$ cat src/rtl/gate_input_debouncer.sv
// Two-channel synchronise-and-debounce front end for and_gate_decoder.
// Emits clean a/b, a one-cycle change pulse and a saturating bounce counter.
module gate_input_debouncer #(
   parameter int STABLE_CYCLES = 4,
   parameter int CNT_W         = 3
) (
   input  logic       clk,
   input  logic       rst,
   input  logic       a_raw,
   input  logic       b_raw,
   output logic       a,
   output logic       b,
   output logic       change,
   output logic [7:0] bounce_cnt
);

   typedef enum logic {ST_STABLE = 1'b0, ST_PENDING = 1'b1} state_t;

   localparam logic [CNT_W-1:0] CNT_LAST = CNT_W'(STABLE_CYCLES - 1);

   logic             a_s1_r, a_s2_r, b_s1_r, b_s2_r;
   logic [1:0]       smp_s;
   state_t           state_r     [2];
   state_t           state_nxt_s [2];
   logic [CNT_W-1:0] cnt_r       [2];
   logic [CNT_W-1:0] cnt_nxt_s   [2];
   logic [1:0]       q_r, q_nxt_s;
   logic [1:0]       upd_s, bnc_s;
   logic [1:0]       bnc_num_s;
   logic             change_r;
   logic [7:0]       bounce_cnt_r;

   function automatic logic [7:0] sat_add8(input logic [7:0] base, input logic [1:0] inc);
      logic [8:0] sum;
      sum = {1'b0, base} + {7'b0000000, inc};
      return sum[8] ? 8'hFF : sum[7:0];
   endfunction

   assign smp_s     = {b_s2_r, a_s2_r};
   assign bnc_num_s = {1'b0, bnc_s[0]} + {1'b0, bnc_s[1]};

   // Per-channel debounce FSM next state; channel 0 is A, channel 1 is B.
   always_comb begin
      state_nxt_s = state_r;
      cnt_nxt_s   = cnt_r;
      q_nxt_s     = q_r;
      upd_s       = 2'b00;
      bnc_s       = 2'b00;
      for (int i = 0; i < 2; i++) begin
         case (state_r[i])
            ST_STABLE: begin
               if (smp_s[i] != q_r[i]) begin
                  state_nxt_s[i] = ST_PENDING;
                  cnt_nxt_s[i]   = CNT_W'(1);
               end else begin
                  cnt_nxt_s[i]   = '0;
               end
            end
            ST_PENDING: begin
               if (smp_s[i] == q_r[i]) begin
                  state_nxt_s[i] = ST_STABLE;
                  cnt_nxt_s[i]   = '0;
                  bnc_s[i]       = 1'b1;
               end else if (cnt_r[i] == CNT_LAST) begin
                  state_nxt_s[i] = ST_STABLE;
                  cnt_nxt_s[i]   = '0;
                  q_nxt_s[i]     = smp_s[i];
                  upd_s[i]       = 1'b1;
               end else begin
                  cnt_nxt_s[i]   = cnt_r[i] + CNT_W'(1);
               end
            end
            default: begin
               state_nxt_s[i] = ST_STABLE;
               cnt_nxt_s[i]   = '0;
            end
         endcase
      end
   end

   // Synchronisers, FSM state and registered outputs; reset discards any pending debounce.
   always_ff @(posedge clk) begin
      if (rst) begin
         a_s1_r       <= 1'b0;
         a_s2_r       <= 1'b0;
         b_s1_r       <= 1'b0;
         b_s2_r       <= 1'b0;
         q_r          <= 2'b00;
         change_r     <= 1'b0;
         bounce_cnt_r <= 8'd0;
         for (int i = 0; i < 2; i++) begin
            state_r[i] <= ST_STABLE;
            cnt_r[i]   <= '0;
         end
      end else begin
         a_s1_r       <= a_raw;
         a_s2_r       <= a_s1_r;
         b_s1_r       <= b_raw;
         b_s2_r       <= b_s1_r;
         q_r          <= q_nxt_s;
         change_r     <= |upd_s;
         bounce_cnt_r <= sat_add8(bounce_cnt_r, bnc_num_s);
         for (int i = 0; i < 2; i++) begin
            state_r[i] <= state_nxt_s[i];
            cnt_r[i]   <= cnt_nxt_s[i];
         end
      end
   end

   assign a          = q_r[0];
   assign b          = q_r[1];
   assign change     = change_r;
   assign bounce_cnt = bounce_cnt_r;

endmodule

$ cat config.mk
export PLATFORM = sky130hd
export DESIGN_NAME = gate_input_debouncer
export DESIGN_NICKNAME = d
export VERILOG_FILES = /design/src/rtl/gate_input_debouncer.sv
export SDC_FILE = /design/constraint.sdc
export NUM_CORES = 1
export LEC_CHECK = 0
export CAP_MARGIN = 20
export CORE_MARGIN = 5
export CORE_UTILIZATION = 52
export DETAILED_ROUTE_END_ITERATION = 12
export GPL_TIMING_DRIVEN = 0
export PLACE_DENSITY_LB_ADDON = 0.25
export SKIP_LAST_GASP = 1
export SLEW_MARGIN = 20
export SYNTH_ARGS = -nofsm -noshare
export SYNTH_HDL_FRONTEND = slang
export SYNTH_SLANG_ARGS = --single-unit
$ cat constraint.sdc
create_clock -name clk -period 3.6 [get_ports clk]
set_input_delay 0.36 -clock clk [delete_from_list [all_inputs] [get_ports clk]]
set_output_delay 0.36 -clock clk [all_outputs]
set_load 0.005 [all_outputs]
==> reports/results.tsv <==
stage	metric	value	unit
outcome	run_status	finished, final reports clean	
routing	drc	0	
sta	hold_viol_final	0	
sta	clock-skew-final	0.00322	ns
place	globalplace.congestion	0.782	
power	leakagePower	0.388	nW
worst_setup_path	slowest_stage	fa_1	
worst_setup_path	cp_max_fo	5	
cells_and_area	fill_cells	148	
routing	drt_wl_total	1.61	mm
clocking	clock_path_buffers	2	
min_path	min_path_cells	1	
routing	firstDrtPassIters	3	
global_routing	antenna_found_initial	0	
routing	routed_via_density	5.12	
floorplanning	die_w	52.1	um
floorplanning	die_h	52.1	um
routing	ant_nets	0	
worst_setup_path	timing.critical_path.buf_inv	1	
worst_setup_path	reg2reg_depth	8	
floorplanning	ios	15	
clocking	clockRootBuffer	clkbuf_4	
logic_synthesis	synth_nets	104	
cells_and_area	final_common_cell	dfxtp_1	
floorplanning	core_area	1710	sq um
floorplanning	rows	15	
clocking	cts_made_buffers	3	
logic_synthesis	synth_edf_count	0	
worst_setup_path	arrival	2.55	ns
sta	max_freq	0.435	GHz
cells_and_area	layout.nets	123	
min_path	min_path_type	flip-flop to flip-flop	
global_routing	grt_pass1_wl	2.64	mm
place	dpl_cell_area	1090	sq um
logic_synthesis	synth_cells	94	
worst_setup_path	worstPathRequired	3.84	ns
clocking	cts_tree	yes	
routing	drt_iter0_markers	10	
power	vdd_drop_max	0.000196	V
place	numPortBuffers	14	
clocking	cts.sinks	23	
cells_and_area	area_growth	21.5	%
cells_and_area	final_cell_area	1120	sq um
logic_synthesis	synthArstFlopShare	0	%
worst_setup_path	path_delay_family	adder cells	
logic_synthesis	yosys_warnings	0	
worst_setup_path	path_class	flip-flop to flip-flop	
sta	maxSlewViolCount	0	
place	post-place-cells	133	
min_path	min_from	a_s1_r$_SDFF_PP0_	
logic_synthesis	synthDistinctLibCells	32	
cells_and_area	final_cell_mix	dfxtp_1, clkdlybuf4s50_1, a21oi_1	
sta	grt_setup_unrepaired	no	
clocking	cts_resized	0	
clocking	cts_hold_buf	0	
min_path	min_to	a_s2_r$_SDFF_PP0_	
place	hpwlAfterDp	1.23	mm
clocking	cts.clk_slew.worst_paths	0.12	ns
cells_and_area	diodes	0	
worst_setup_path	crit_path_cell_trace	xnor2_1 > nand2_1 > fa_1 > inv_1 > ha_1 > and4_2 > nand4_1 > a21oi_1	
worst_setup_path	cpPeakStageDelay	0.46	ns
power	powerDensity	352	nW/um^2
global_routing	grt_max_degree	14	
worst_setup_path	cp-start-kind	flip-flop	
global_routing	track_usage	13.3	%
routing	vias	701	
sta	setup_viol	0	
cells_and_area	post-route-util	65.7	%
routing	wl_per_cell	11.7	um
worst_setup_path	r2r-start	q_r[0]$_SDFFE_PP0P_	
clocking	clk_latency	0.31	ns
global_routing	grt_pass1_vias	655	
worst_setup_path	regToRegSetupSlack	1.30	ns
run	max-cap-violations	0	
worst_setup_path	reg2reg_to	bounce_cnt[0]$_SDFF_PP0_	
cells_and_area	layout.cells.non_filler	137	
sta	worst_pin_slew	0.428	ns
logic_synthesis	ys_seq_area_share	49.9	%
sta	fin_ws	1.30	ns
floorplanning	initial_core_util	54.1	%
sta	period_share	63.9	%
worst_setup_path	critical_path.endpoint_type	flip-flop	
floorplanning	dieArea	2720	sq um
logic_synthesis	synth_flop_cell	dfxtp_1	
sta	setup_tns	0	ns
clocking	htreeDepth	1	
sta	worst_slew_margin_rel	71.4	%
worst_setup_path	cp_num_cells	8	
logic_synthesis	synth.avg_cell_area	9.82	sq um
logic_synthesis	synth_area	923	sq um
sta	layout_min_cycle_time	2.30	ns
logic_synthesis	synth-seq-cells	23	
cells_and_area	drive_gt1_share	6.25	%
clocking	cts_setup_buffers	0	
place	preCtsSetupSlack	1.31	ns
global_routing	grt-ovfl-total	0	
==> per-layer routing <==
layer	up-vias	routed length (um)	GRT usage (%)
met2	11	721	22.4
met3	5	46	3.44
li1	367	-	-
met5	-	0	0
met4	0	42	7.66
met1	318	799	15.1
==> worst register-to-register path, stage by stage (launching register included) <==
cell	delay, ns
dfxtp_1	0.35
xnor2_1	0.24
nand2_1	0.12
fa_1	0.46
inv_1	0.08
ha_1	0.24
and4_2	0.28
nand4_1	0.23
a21oi_1	0.23
==> cells in the mapped netlist, drive strengths merged (2+ instances only) <==
cell / n / area, sq um
nor4b: 3 / 26.3
ha: 5 / 62.6
xnor2: 3 / 26.3
nand2: 6 / 22.5
nor2b: 4 / 25.0
dfxtp: 23 / 460
or2: 2 / 12.5
nand3: 4 / 25.0
nor2: 5 / 18.8
a31oi: 3 / 18.8
inv: 8 / 30.0
nor4: 2 / 12.5
a21oi: 9 / 45.0
==> logic make-up (layout without fill, tap and decap cells) <==
| kind of cell | Yosys count | count (layout) | synth area share, % |
|---|---|---|---|
| XOR/XNOR | 4 | 4 | 3.79 |
| buffers and inverters | 9 | 27 | 3.66 |
| flip-flops | 23 | 23 | 49.9 |
| adder cells (fa/ha/maj) | 6 | 6 | 8.94 |
| AND/OR/NAND/NOR | 35 | 35 | 22.9 |
| AO/OA/AOI/OAI | 17 | 17 | 10.8 |
==> sequential cells by signal, summed over array words and instances (netlist names) <==
register / cells
a_s1_r: 1
a_s2_r: 1
b_s1_r: 1
b_s2_r: 1
bounce_cnt: 8
change: 1
cnt_r: 6
q_r: 2
state_r: 2
==> metrics by stage <==
stage	power [mW]	hold slack, ns
5_1_grt	0.412	0.470
6_report	0.395	0.450
4_1_cts	0.399	0.455
3_5_place_dp	0.284	0.427
2_1_floorplan	0.275	0.414
3_3_place_gp	0.283	0.419
==> worst max path at each step <==
| stage | endpoint | start |
|---|---|---|
| 2_1_floorplan | bounce_cnt[0]$_SDFF_PP0_ | q_r[0]$_SDFFE_PP0P_ |
| 3_3_place_gp | bounce_cnt[1]$_SDFF_PP0_ | q_r[0]$_SDFFE_PP0P_ |
| 3_5_place_dp | bounce_cnt[0]$_SDFF_PP0_ | q_r[0]$_SDFFE_PP0P_ |
| 4_1_cts | bounce_cnt[0]$_SDFF_PP0_ | q_r[0]$_SDFFE_PP0P_ |
| 5_1_grt | bounce_cnt[0]$_SDFF_PP0_ | q_r[0]$_SDFFE_PP0P_ |
| 6_report | bounce_cnt[0]$_SDFF_PP0_ | q_r[0]$_SDFFE_PP0P_ |
==> cell type report <==
cell class,instances,area (sq um),area share (%)
Clock buffer,3,22.5,2.01
Inverter,8,30.0,2.68
Multi-Input combinational cell,62,429,38.2
Timing Repair Buffer,14,140,12.5
Clock inverter,1,5.00,0.446
Sequential cell,23,460,41.0
Tap cell,25,31.3,2.79
Buffer,1,3.75,0.334
==> power by group <==
group / total [mW] / switching (mW) / internal (mW) / leakage [nW]
clock network: 0.117 / 0.0758 / 0.0415 / 0.0177
logic: 0.0166 / 0.00775 / 0.00882 / 0.184
registers: 0.261 / 0.00262 / 0.259 / 0.187
total: 0.395 / 0.0861 / 0.309 / 0.388
No activity file was read; power rests on OpenSTA's default activity.
